## config.mk

```make
export PLATFORM = sky130hd
export DESIGN_NAME = dht11_reader
export DESIGN_NICKNAME = d
export VERILOG_FILES = /design/src/rtl/dht11_reader.sv
export SDC_FILE = /design/constraint.sdc
export NUM_CORES = 1
export LEC_CHECK = 0
export ABC_AREA = 1
export BUFFER_PORTS_ARGS = -buffer_cell sky130_fd_sc_hd__buf_2
export CAP_MARGIN = 20
export CORE_MARGIN = 10
export CORE_UTILIZATION = 55
export CTS_BUF_LIST = sky130_fd_sc_hd__clkbuf_16
export DETAILED_ROUTE_END_ITERATION = 10
export PLACE_DENSITY_LB_ADDON = 0.15
export REMOVE_ABC_BUFFERS = 1
export SKIP_LAST_GASP = 1
export SYNTH_ARGS = -nofsm -noshare
export SYNTH_HDL_FRONTEND = slang
export SYNTH_SLANG_ARGS = --single-unit
export TNS_END_PERCENT = 20
```

## constraint.sdc

```tcl
create_clock -name clk -period 3.3 [get_ports clk]
set_clock_uncertainty 0.15 [all_clocks]
set_input_delay 0.495 -clock clk [delete_from_list [all_inputs] [get_ports clk]]
set_output_delay 0.495 -clock clk [all_outputs]
set_load 0.02 [all_outputs]
```

## src/rtl/dht11_reader.sv

```systemverilog
// DHT11 single-wire master: start pulse, response timing, 40-bit capture,
// checksum check. Line is only ever pulled low (open-drain via dht_oe).
module dht11_reader #(
  parameter int US_DIV        = 50,
  parameter int START_LOW_US  = 18000,
  parameter int BIT_THRESH_US = 40,
  parameter int TIMEOUT_US    = 200
) (
  input  logic       clk,
  input  logic       rst_n,
  input  logic       start,
  input  logic       dht_in,
  output logic       dht_oe,
  output logic       busy,
  output logic       valid,
  output logic       error,
  output logic [1:0] err_code,
  output logic [7:0] hum_int,
  output logic [7:0] hum_dec,
  output logic [7:0] temp_int,
  output logic [7:0] temp_dec
);

  localparam int PW = (US_DIV > 1) ? $clog2(US_DIV) : 1;

  typedef enum logic [3:0] {
    IDLE, START_LOW, RELEASE, RESP_LOW, RESP_HIGH, BIT_LOW, BIT_HIGH, CHECK, ERR
  } state_t;

  state_t        state, state_nx;
  logic [1:0]    err_nx;
  logic [PW-1:0] pre_cnt;
  logic          us_tick;
  logic [15:0]   us_cnt;
  logic          s1, s2, s3;
  logic          rise, fall;
  logic [5:0]    bit_idx;
  logic [39:0]   sh;
  logic [7:0]    sum;
  logic          sum_ok;
  logic          timeout;
  logic          bit_val;

  // Edges come from the synchronized copy and its one-clk delayed version.
  assign rise    = s2 & ~s3;
  assign fall    = ~s2 & s3;
  assign us_tick = (pre_cnt == PW'(US_DIV - 1));
  assign timeout = (us_cnt > 16'(TIMEOUT_US));
  assign bit_val = (us_cnt > 16'(BIT_THRESH_US));
  assign sum     = sh[39:32] + sh[31:24] + sh[23:16] + sh[15:8];
  assign sum_ok  = (sum == sh[7:0]);

  // State register
  always_ff @(posedge clk or negedge rst_n) begin
    if (!rst_n) state <= IDLE;
    else        state <= state_nx;
  end

  // Next-state logic; err_nx carries the code for a transition into ERR.
  // A start that lands on the done pulse (busy just fell) is dropped.
  always_comb begin
    state_nx = state;
    err_nx   = 2'b00;
    case (state)
      IDLE:      if (start && !valid && !error) state_nx = START_LOW;
      START_LOW: if (us_cnt == 16'(START_LOW_US)) state_nx = RELEASE;
      RELEASE: begin
        if (fall)         state_nx = RESP_LOW;
        else if (timeout) begin state_nx = ERR; err_nx = 2'b01; end
      end
      RESP_LOW: begin
        if (rise)         state_nx = RESP_HIGH;
        else if (timeout) begin state_nx = ERR; err_nx = 2'b01; end
      end
      RESP_HIGH: begin
        if (fall)         state_nx = BIT_LOW;
        else if (timeout) begin state_nx = ERR; err_nx = 2'b01; end
      end
      BIT_LOW: begin
        if (rise)         state_nx = BIT_HIGH;
        else if (timeout) begin state_nx = ERR; err_nx = 2'b10; end
      end
      BIT_HIGH: begin
        if (fall)         state_nx = (bit_idx == 6'd39) ? CHECK : BIT_LOW;
        else if (timeout) begin state_nx = ERR; err_nx = 2'b10; end
      end
      CHECK:   state_nx = IDLE;
      ERR:     state_nx = IDLE;
      default: state_nx = IDLE;
    endcase
  end

  // Decoded outputs straight from state so reset releases the line at once
  always_comb begin
    dht_oe = (state == START_LOW);
    busy   = (state != IDLE);
  end

  // Synchronizer, microsecond timebase, bit capture and result registers
  always_ff @(posedge clk or negedge rst_n) begin
    if (!rst_n) begin
      s1       <= 1'b1;
      s2       <= 1'b1;
      s3       <= 1'b1;
      pre_cnt  <= '0;
      us_cnt   <= '0;
      bit_idx  <= '0;
      sh       <= '0;
      valid    <= 1'b0;
      error    <= 1'b0;
      err_code <= 2'b00;
      hum_int  <= '0;
      hum_dec  <= '0;
      temp_int <= '0;
      temp_dec <= '0;
    end else begin
      s1 <= dht_in;
      s2 <= s1;
      s3 <= s2;

      if (state_nx != state) begin
        pre_cnt <= '0;
        us_cnt  <= '0;
      end else if (us_tick) begin
        pre_cnt <= '0;
        if (us_cnt != 16'hFFFF) us_cnt <= us_cnt + 16'd1;
      end else begin
        pre_cnt <= pre_cnt + PW'(1);
      end

      if (state == RESP_HIGH && fall) bit_idx <= '0;
      if (state == BIT_HIGH && fall) begin
        sh      <= {sh[38:0], bit_val};
        bit_idx <= bit_idx + 6'd1;
      end

      valid <= (state == CHECK) && sum_ok;
      error <= (state == ERR) || ((state == CHECK) && !sum_ok);

      if (state == IDLE && state_nx == START_LOW) err_code <= 2'b00;
      else if (state_nx == ERR)                   err_code <= err_nx;
      else if (state == CHECK && !sum_ok)         err_code <= 2'b11;

      if (state == CHECK && sum_ok) begin
        hum_int  <= sh[39:32];
        hum_dec  <= sh[31:24];
        temp_int <= sh[23:16];
        temp_dec <= sh[15:8];
      end
    end
  end

endmodule

```

======== Word-level counts from Yosys, hierarchy flattened ========
Index checks and enable logic that the tools add are counted.
Widths: inputs -> output; s select.
word-level totals
  flip-flop bits (word level) ............. 111
  output and inout bits ................... 38
  word-level logic and storage cells ...... 89
  input port bits ......................... 4
cells by class
  reductions and logical operators ........ 19
  equal/unequal tests ..................... 16
  add/sub/neg operators ................... 6
  order comparisons ....................... 2
  bitwise logic cells ..................... 4
  mux-type cells .......................... 27
operators by type and width
  cell                   number
  $mux 16                3
  $mux 4                 8
  $pmux 4 s7             1
  $add 8x8->8            3
  $mux 6                 4
  $add 16x1->16 const B  1
  $eq 16x15->1 const B   1
  $eq 4x3->1 const B     4
  $gt 16x6->1 const B    1
  $gt 16x8->1 const B    1
  $ne 16x16->1 const B   1
  $mux 2                 7
  $add 6x1->6 const B    2
  $eq 6x6->1 const B     2
  $eq 4x1->1 const B     2
  $eq 4x2->1 const B     2
  $eq 4x4->1 const B     2
  $eq 8x8->1             1
  $pmux 2 s4             1
  $logic_and 1x1->1      7
  $reduce_bool 2->1      3
  $logic_not 4->1        1
  $ne 4x4->1             1
  $reduce_bool 4->1      1
  8 further kinds        14

======== Longest topological paths before layout ========
  depth after elaboration ................. 9
  mapped depth ............................ 20
  mapped depth without buffers ............ 20

======== Least setup slack after synthesis ========
No wires, ideal clock.
  path kind ............................... reg-to-reg
  start point ............................. register sh[9]
  end point ............................... register temp_int[6]
  clock period less this slack ............ 3.552 ns
  path buffers ............................ 1
  path slack .............................. -0.252 ns
  data arrival time ....................... 3.269 ns
  cell stages (with the launch flop) ...... 16
  setup time .............................. 0.133 ns
  required time ........................... 3.017 ns
  cell sequence ........................... dfrtp_1 fa_1 inv_1 fa_1 inv_1 ha_1 fa_1 xnor2_1 nand3_1 nor2_1 nand3_1 nor3_1 nand3_1 clkbuf_1 nand2_1 o21ai_0
between the ends
  word-level cells in the longest chain between the ends .. 3
RTL lines
  item                      RTL line  RTL
  start: declaration        38        logic [39:0] sh;
  start signal: assignment  133       sh <= {sh[38:0], bit_val};
  $add 8x8->8               50        assign sum = sh[39:32] + sh[31:24] + sh[23:16] + sh[15:8];
  $eq 8x8->1                51        assign sum_ok = (sum == sh[7:0]);
  $logic_and 1x1->1         144       if (state == CHECK && sum_ok) begin
  end signal: assignment    147       temp_int <= sh[23:16];
  end: declaration          20        output logic [7:0] temp_int,
Every way passes these cells.
A chain may end at the register's enable or synchronous reset.

======== Worst setup path after layout ========
  start point ............................. register sh[25]
  end point ............................... register hum_int[4]
between the ends
  word-level cells in the longest chain between the ends .. 5
RTL lines
  item                      RTL line  RTL
  $add 8x8->8 (3 in a row)  50
  $eq 8x8->1                51
  $logic_and 1x1->1         144
  end signal: assignment    145       hum_int <= sh[39:32];
  end: declaration          18        output logic [7:0] hum_int,
Every way passes these cells.

==> metrics.yaml <==
outcome:
  outcome: "complete, but fails checks"
  failed_checks: "negative setup slack"
detailed_routing:
  drtIter0Drc: 314
  vias_per_cell: 5.146
  antenna_left: 0
  vias: 4842
  drc: 0
  dr.pass1.iters: 5
  wl_um: 13150
  wl_per_cell_um: 13.97
critical_path:
  rrSetupSlack_ns: -0.44
  path_cells: "fa_1, inv_2, fa_1, inv_2, ha_4, fa_2, xnor2_2, nand3_1, nor2_2, nand3_2, nor3_4, nand3_4, buf_8, nand2_1, nand2_1"
  arrival_ns: 3.83
  crit_type: "reg2reg"
  required_ns: 3.39
  r2r_start: "sh[25]"
  cp-start-kind: "flop"
  r2r_end: "hum_int[4]"
  critPathMaxStageDelay_ns: 0.56
  crit_path_top_delay_cell: "fa_1"
  ff2ff_path_depth: 15
  cp_max_fo: 20
  end_kind: "flop"
job:
  cap_violations: 0
logic_synthesis:
  yosys_most_used_dff: "dfrtp_1"
  yosysTopAreaCell: "dfrtp_1"
  synth_seq_cells: 111
  ys.warnings.count: 0
  synthCells: 732
  netlist_area_sq_um: 5922
  synthArstFlopShare_pct: 100.0
  synth_top_cell_area_share_pct: 45.64
  synth_edf_count: 0
  yosysSeqAreaShare_pct: 46.97
  netlist_top_cells_area: "dfrtp_1, nand2_1, inv_1"
  synth_area_per_cell_sq_um: 8.090
  ys_types: 40
timing:
  fin_ws_ns: -0.4359
  slew_viol_final: 0
  final-hold-violation-count: 0
  setup_viol: 36
  period_needed_ns: 3.736
  rsz0062_at_grt: "yes"
  worst_slew_margin_rel_pct: 55.28
  worstMarginPinSlew_ns: 0.6698
  period_share_pct: 113.2
  max_freq_mhz: 267.7
clocking:
  cts_made_buffers: 9
  clk-insertion-delay-late_ns: 0.35
  path_clk_slew_ns: 0.07
  cts_max_level: 3
  clock-sinks: 111
  cts_buffer_depth: 2
  cts_tree: "done"
  cts_root_buf: "clkbuf_16"
pwr:
  power_density_nw_per_um2: 376.4
  peakVddDrop_uv: 261.6
  power_leakage_uw: 0.003777
placed_design:
  io_buffers: 41
  dp_hpwl_um: 8960
  globalplace.congestion: 0.9242
  place_ws_ns: -0.3982
  post_dp_cell_area_sq_um: 6440
global_routing:
  grt_pass1_vias: 4890
  antenna_found_initial: 0
  grt_overflow: 0
  grt_start_max_net_pins: 49
  grt_pass1_wl_um: 22790
  track_usage_pct: 18.37
floorplanning:
  coreArea_sq_um: 10420
  fp.dieW_um: 123.8
  io_pins: 42
  row_count: 37
  start_util_pct: 56.85
  die_area_sq_um: 15320
  die_y_um: 123.8
cells_and_area:
  num-fill-cells: 858
  final_area_sq_um: 6947
  n_antenna_cell: 0
  final_common_cell: "nand2_1"
  fin_nets: 830
  layout_common_cells: "nand2_1, dfrtp_1, inv_1, buf_2, nand3_1"
  drive_gt1_share_pct: 16.27
  syn_to_final_growth_pct: 17.30
hold_path:
  hp-class: "in2async"
logic make-up (layout without fill, tap and decap cells):
kind of cell	count (synthesis)	after routing	share of synthesized area, %
buffers and inverters	110	183	7.796
AND/OR/NAND/NOR	413	413	29.71
AO/OA/AOI/OAI	51	51	4.838
XOR/XNOR	21	21	3.423
adder cells (fa/ha/maj)	26	26	7.268
flip-flops	111	111	46.97
how the worst max path moves through the flow:
stage / from / endpoint / depth (start not counted)
4_1_cts: sh[9] / hum_int[2] / 15
2_1_floorplan: sh[9] / hum_dec[0] / 15
3_3_place_gp: sh[9] / temp_int[7] / 15
6_report: sh[25] / hum_int[4] / 15
5_1_grt: sh[25] / temp_dec[2] / 16
3_5_place_dp: sh[9] / temp_int[7] / 15
per-stage QoR:
step / hold WS (ns) / utilization (%) / std cells / total power (uW) / setup TNS [ns]
final: 0.01163 / 66.69 / 941 / 2615 / -14.67
after global routing: 0.05487 / 66.69 / 941 / 2705 / -20.35
after CTS: 0.02445 / 66.50 / 941 / 2638 / -12.97
after detailed placement: 0.1970 / 61.83 / 919 / 1427 / -12.46
after global placement: 0.1968 / 61.83 / 919 / 1426 / -10.79
after floorplan: 0.04941 / - / 709 / 1393 / -31.97
cell type report:
type / instances / area (sq um) / share of cell area, %
repair buffers: 80 / 560.5 / 8.069
well taps: 136 / 170.2 / 2.450
inverters: 87 / 331.6 / 4.773
multi-input cells: 511 / 2766 / 39.82
flip-flops and latches: 111 / 2781 / 40.04
clock buffers: 9 / 225.2 / 3.242
clock inverters: 7 / 111.4 / 1.603
routing by layer:
layer | routed length [um] | vias to the layer above | track usage [%]
met3 | 581 | 16 | 3.122
li1 | - | 2436 | -
met5 | 0 | - | 0
met2 | 6059 | 98 | 29.07
met4 | 229 | 0 | 6.259
met1 | 6278 | 2292 | 25.09
registers in the layout (all words and copies together), names as in the netlist:
register	flops
bit_idx	6
err_code	2
error	1
hum_dec	8
hum_int	8
pre_cnt	6
s1	1
s2	1
s3	1
sh	40
state	4
temp_dec	8
temp_int	8
us_cnt	16
valid	1
worst max-delay path: cells and delay by family, from the launching register on:
kind,cells,cell delay [ns]
buffers and inverters,3,0.32
adder cells (fa/ha/maj),4,1.76
XOR/XNOR,1,0.10
AND/OR/NAND/NOR,7,0.89
flip-flops,1,0.40
report_power, final:
| part | leakage [uW] | total, uW | switching [uW] | internal (uW) |
|---|---|---|---|---|
| clock | 0.000164 | 1220 | 481 | 737 |
| sequential | 0.00152 | 1360 | 0.769 | 1360 |
| combinational | 0.00210 | 34.1 | 29.3 | 4.81 |
| total | 0.00378 | 2620 | 511 | 2100 |
Yosys cell counts, types with 2 or more instances:
| cell | number |
|---|---|
| a21oi_1 | 5 |
| buf_2 | 6 |
| buf_6 | 5 |
| clkbuf_1 | 11 |
| dfrtp_1 | 108 |
| dfstp_2 | 3 |
| fa_1 | 14 |
| ha_1 | 12 |
| inv_1 | 83 |
| inv_2 | 3 |
| nand2_1 | 276 |
| nand3_1 | 41 |
| nand4_1 | 29 |
| nor2_1 | 39 |
| nor2_2 | 4 |
| nor3_1 | 14 |
| nor3_2 | 2 |
| nor4_1 | 3 |
| o211ai_1 | 2 |
| o21ai_0 | 32 |
| o21ai_1 | 2 |
| o22ai_1 | 2 |
| xnor2_1 | 3 |
| xor2_1 | 17 |
timing repair:
item,in CTS,in global routing
resized for setup,16,24
pin swaps,2,9
gates cloned,3,0
setup buffers,3,2
hold buffers,0,0
setup endpoints to repair,36,36
Note: power is estimated with default switching activity, not from simulation.
